## config.mk

```make
export PLATFORM = sky130hd
export DESIGN_NAME = alu_pipe
export DESIGN_NICKNAME = d
export VERILOG_FILES = /design/src/rtl/alu_pkg.sv /design/src/rtl/alu_core.sv /design/src/rtl/alu_pipe.sv
export SDC_FILE = /design/constraint.sdc
export NUM_CORES = 1
export LEC_CHECK = 0
export ABC_AREA = 0
export BUFFER_PORTS_ARGS = -buffer_cell sky130_fd_sc_hd__buf_2
export CELL_PAD_IN_SITES_DETAIL_PLACEMENT = 1
export CELL_PAD_IN_SITES_GLOBAL_PLACEMENT = 1
export CORE_MARGIN = 5
export CORE_UTILIZATION = 42
export CTS_CLUSTER_DIAMETER = 150
export DETAILED_ROUTE_END_ITERATION = 8
export MAX_ROUTING_LAYER = met4
export PLACE_DENSITY = 0.78
export SKIP_CTS_REPAIR_TIMING = 1
export SYNTH_ARGS = -nofsm -noshare
export SYNTH_HDL_FRONTEND = slang
export SYNTH_SLANG_ARGS = --single-unit
```

## constraint.sdc

```tcl
create_clock -name clk -period 10.2 [get_ports clk]
set_input_delay 3.06 -clock clk [delete_from_list [all_inputs] [get_ports clk]]
set_output_delay 3.06 -clock clk [all_outputs]
set_load 0.005 [all_outputs]
```

## src/rtl/alu_pkg.sv

```systemverilog
// Shared opcode encoding and shift-direction helper for the pipelined ALU.
package alu_pkg;

    typedef enum logic [2:0] {
        OP_ADD = 3'b000,
        OP_SUB = 3'b001,
        OP_AND = 3'b010,
        OP_OR  = 3'b011,
        OP_XOR = 3'b100,
        OP_ADC = 3'b101,
        OP_SBB = 3'b110,
        OP_SHF = 3'b111
    } op_t;

    // Operand-B bit selecting shift direction (the MSB of the operand).
    function automatic int shift_dir_bit(input int width);
        return width - 1;
    endfunction

endpackage

```

## src/rtl/alu_core.sv

```systemverilog
// Purely combinational ALU datapath: result, carry/borrow/shift-out and status flags.
module alu_core
    import alu_pkg::*;
#(
    parameter int WIDTH = 8
) (
    input  logic [WIDTH-1:0] a,
    input  logic [WIDTH-1:0] b,
    input  op_t              op,
    input  logic             cin,
    output logic [WIDTH-1:0] y,
    output logic             cout,
    output logic             zero,
    output logic             neg,
    output logic             ovf
);

    localparam int SHW = $clog2(WIDTH);
    localparam int DIR = shift_dir_bit(WIDTH);
    localparam int MSB = WIDTH - 1;

    logic               use_cin;
    logic [WIDTH:0]     sum;
    logic [WIDTH:0]     diff;
    logic [SHW-1:0]     amt;
    logic [2*WIDTH-1:0] shl_ext;
    logic [2*WIDTH-1:0] shr_ext;

    always_comb begin
        use_cin = (op == OP_ADC) || (op == OP_SBB);
        sum     = {1'b0, a} + {1'b0, b} + {{WIDTH{1'b0}}, cin & use_cin};
        diff    = {1'b0, a} - {1'b0, b} - {{WIDTH{1'b0}}, cin & use_cin};
        amt     = b[SHW-1:0];
        // Widened shifts land the last bit shifted out just beyond the result field.
        shl_ext = {{WIDTH{1'b0}}, a} << amt;
        shr_ext = {a, {WIDTH{1'b0}}} >> amt;

        y    = '0;
        cout = 1'b0;
        ovf  = 1'b0;
        unique case (op)
            OP_ADD, OP_ADC: begin
                y    = sum[WIDTH-1:0];
                cout = sum[WIDTH];
                ovf  = (a[MSB] == b[MSB]) && (sum[MSB] != a[MSB]);
            end
            OP_SUB, OP_SBB: begin
                y    = diff[WIDTH-1:0];
                cout = diff[WIDTH];
                ovf  = (a[MSB] != b[MSB]) && (diff[MSB] != a[MSB]);
            end
            OP_AND: y = a & b;
            OP_OR:  y = a | b;
            OP_XOR: y = a ^ b;
            OP_SHF: begin
                if (b[DIR]) begin
                    y    = shr_ext[2*WIDTH-1:WIDTH];
                    cout = shr_ext[WIDTH-1];
                end else begin
                    y    = shl_ext[WIDTH-1:0];
                    cout = shl_ext[WIDTH];
                end
            end
            default: y = '0;
        endcase

        zero = (y == '0);
        neg  = y[MSB];
    end

endmodule

```

## src/rtl/alu_pipe.sv

```systemverilog
// Registered ALU with valid/ready handshakes on both sides and a chained carry flag.
module alu_pipe
    import alu_pkg::*;
#(
    parameter int WIDTH = 8
) (
    input  logic             clk,
    input  logic             rst,
    input  logic             in_valid,
    output logic             in_ready,
    input  logic [WIDTH-1:0] a,
    input  logic [WIDTH-1:0] b,
    input  logic [2:0]       op,
    input  logic             flag_clr,
    output logic             out_valid,
    input  logic             out_ready,
    output logic [WIDTH-1:0] y,
    output logic             cout,
    output logic             zero,
    output logic             neg,
    output logic             ovf,
    output logic             carry_flag
);

    op_t              op_e;
    logic             accept;
    logic             is_arith;
    logic             cin;
    logic [WIDTH-1:0] core_y;
    logic             core_cout;
    logic             core_zero;
    logic             core_neg;
    logic             core_ovf;

    always_comb begin
        op_e     = op_t'(op);
        in_ready = !out_valid || out_ready;
        accept   = in_valid && in_ready;
        is_arith = (op_e == OP_ADD) || (op_e == OP_SUB) ||
                   (op_e == OP_ADC) || (op_e == OP_SBB);
        cin      = flag_clr ? 1'b0 : carry_flag;
    end

    alu_core #(.WIDTH(WIDTH)) u_core (
        .a    (a),
        .b    (b),
        .op   (op_e),
        .cin  (cin),
        .y    (core_y),
        .cout (core_cout),
        .zero (core_zero),
        .neg  (core_neg),
        .ovf  (core_ovf)
    );

    always_ff @(posedge clk or posedge rst) begin
        if (rst) begin
            out_valid  <= 1'b0;
            y          <= '0;
            cout       <= 1'b0;
            zero       <= 1'b0;
            neg        <= 1'b0;
            ovf        <= 1'b0;
            carry_flag <= 1'b0;
        end else begin
            if (accept) begin
                out_valid <= 1'b1;
                y         <= core_y;
                cout      <= core_cout;
                zero      <= core_zero;
                neg       <= core_neg;
                ovf       <= core_ovf;
            end else if (out_ready) begin
                out_valid <= 1'b0;
            end

            // An accepted arithmetic op outranks a concurrent flag_clr.
            if (accept && is_arith) begin
                carry_flag <= core_cout;
            end else if (flag_clr) begin
                carry_flag <= 1'b0;
            end
        end
    end

endmodule

```

==> flow_metrics.tcl <==
set metrics [dict create \
    drive_gt1_share_pct 16.91 \
    io_buffers 38 \
    synth_largest_area_cell "ha_1" \
    cp-end-kind "flip-flop" \
    synth_cell_types 64 \
    mostFrequentLayoutCells "buf_2, nor2_1, ha_1" \
    p_leak_nw 1.322 \
    slew_headroom_pct 53.45 \
    clk_pin_slew_ps 50 \
    worstPathRequired_ps 10320 \
    p_sw_share_pct 41.89 \
    grt_max_degree 24 \
    path_class "input port to flip-flop" \
    final_common_cell "buf_2" \
    slew_viol_final 0 \
    root_buffer "clkbuf_8" \
    avgRoutedWirePerCell_um 19.32 \
    post-route-min-period_ps 6516 \
    via_per_inst 5.868 \
    grt_pass1_vias 2452 \
    seq_area_frac_synth_pct 13.02 \
    wl_mm 8.074 \
    htree_levels 1 \
    hold_violations 0 \
    globalplace.congestion 0.9506 \
    synth_area_leaders "ha_1, dfrtp_1, mux2i_1, nor2_1, inv_1" \
    worstMarginPinSlew_ps 698.2 \
    tritoncts "yes" \
    grtUsageTotal_pct 22.00 \
    outcome "completed" \
    die_h_um 87.13 \
    syn2layout_area_growth_pct 9.665 \
    syn-mean-instance-area_um2 7.857 \
    grt_setup_unrepaired "no" \
    core_um2 5851 \
    seqPwrFrac_pct 25.5 \
    drc_errors 0 \
    syn_area_um2 2499 \
    fmax_mhz 153.5 \
    ys_ff_latch 13 \
    start_util_pct 42.71 \
    finalCritPeriodShare_pct 63.88 \
    die_area_um2 7592 \
    power_density_nw_per_um2 94.87 \
    antenna_found_initial 0 \
    start_kind "input port" \
    dr.pass1.iters 4 \
    syn-num-nets 377 \
    postSynthCellCount 318 \
    nets 403 \
    layoutNonFillerInstCount 418 \
    fin_skew_ps 0.6472 \
    clock_path_buffers 2 \
    p_int_w 0.0001511 \
    preCtsSetupSlack_ps 3428 \
    fill_cells 739 \
    async_flop_share_pct 100.0 \
    power_frac_comb_pct 57.0 \
    vias 2453 \
    synth-edff-count 0 \
    clk_latency_ps 240 \
    cts.sinks 13 \
    drt.antenna.violating_nets 0 \
    dp.final_hpwl_mm 6.671 \
    tns_ps 0 \
    synthFlopType "dfrtp_1" \
    die_x_um 87.13 \
    ys_warn_count 0 \
    diodes 0 \
    peakVddDrop_mv 0.06852 \
    hp-class "flip-flop to flip-flop" \
    numCtsBuffers 3 \
    pin_count 39 \
    num_rows 28 \
    drtIter0Drc 146 \
    synth_top_cell_area_share_pct 15.52 \
    dp_cells 414 \
    p_sw_w 0.0001089 \
    max_cap_violations 0 \
    pwr-share-clk_pct 17.5 \
    grt_pass1_wl_mm 12.94 \
    grt_overflow 0 \
    path_max_fanout 22 \
    setup_ws_ps 3684 \
    setup_violations 0 \
    arrival_ps 6640 \
]
[cell families (layout without fill, tap and decap cells)]
group,count (synthesis),count (layout),synth area share (%)
AO/OA/AOI/OAI,88,88,25.39
flip-flops,13,13,13.02
multiplexers,23,23,9.764
XOR/XNOR,15,15,5.809
adder cells (fa/ha/maj),35,35,18.73
buffers and inverters,47,72,8.012
AND/OR/NAND/NOR,97,97,19.28
[final timing paths]
kind	startpoint	end	slack, ps	cells after the start
max in group asynchronous	rst	y[2]$_DFFE_PP0P_	7030	2
min in group asynchronous	rst	y[0]$_DFFE_PP0P_	2840	2
max reg2reg	carry_flag$_DFF_PP0_	cout$_DFFE_PP0P_	6440	14
max	op[0]	cout$_DFFE_PP0P_	3680	15
min	y[4]$_DFFE_PP0P_	y[4]$_DFFE_PP0P_	480	1
min reg2reg	y[4]$_DFFE_PP0P_	y[4]$_DFFE_PP0P_	480	1
[power by group through the flow]
stage / registers (W) / logic, W / clock network [W]
floorplan: 0.0000676 / 0.000100 / 0
global placement: 0.0000666 / 0.000144 / 0
detailed placement: 0.0000670 / 0.000147 / 0
CTS: 0.0000664 / 0.000148 / 0.0000464
global route: 0.0000676 / 0.000163 / 0.0000499
finish: 0.0000662 / 0.000148 / 0.0000455
[metal layers]
| layer | GRT usage, % | wire length [um] |
|---|---|---|
| met2 | 35.06 | 3884 |
| met1 | 31.86 | 3772 |
| met3 | 1.514 | 373 |
| met5 | - | 0 |
| met4 | 1.813 | 44 |
[layout make-up]
cell class	count	area (um^2)	area share, %
clock buffers	4	45.04	1.644
inverters	30	112.6	4.110
multi-input cells	258	1973	72.01
flip-flops and latches	13	325.3	11.87
well taps	75	93.84	3.425
repair buffers	38	190.2	6.941
[critical path: stages]
cell      delay (ps)
buf_2            340
xor2_1           190
nand3_1          120
inv_1            110
fa_1             460
ha_1             210
or2_2            300
fa_1             420
o21a_1           190
nor2_1           150
o21ai_0          190
a31oi_1          230
xnor2_1          150
o221ai_1         190
mux2_1           330
[flip-flops by register name, indices dropped and copies added, names as in the netlist]
| name | flops |
|---|---|
| y | 8 |
| ovf | 1 |
| carry_flag | 1 |
| zero | 1 |
| out_valid | 1 |
| cout | 1 |
[cells in the mapped netlist (3+ instances only)]
cell / n
nor2_1: 31
xnor2_1: 8
a41oi_1: 3
mux2i_1: 15
a221oi_1: 3
o221ai_1: 4
a211oi_1: 6
nand2b_1: 6
clkbuf_1: 3
a221o_1: 3
nand4_1: 3
fa_1: 4
o31ai_1: 4
o22ai_1: 4
dfrtp_1: 13
nor3_1: 9
ha_1: 31
xor2_1: 6
nor2b_1: 3
o21ai_0: 15
and3_1: 4
a21o_1: 4
nand2_1: 22
nand3_1: 6
mux2_2: 6
o21ai_1: 3
buf_2: 10
inv_1: 29
a21oi_1: 14
a31oi_1: 3
[metrics by stage]
step,hold WS (ps),utilization [%],total power [W],instance area [um^2]
final,479.5,46.83,0.0002599,2740
after detailed placement,470.6,46.07,0.0002138,2695
after CTS,483.0,46.83,0.0002605,2740
after floorplan,473.3,-,0.0001678,2499
after global placement,457.0,46.07,0.0002109,2695
after global routing,505.3,46.83,0.0002800,2740
Note: power is estimated with default switching activity, not from simulation.
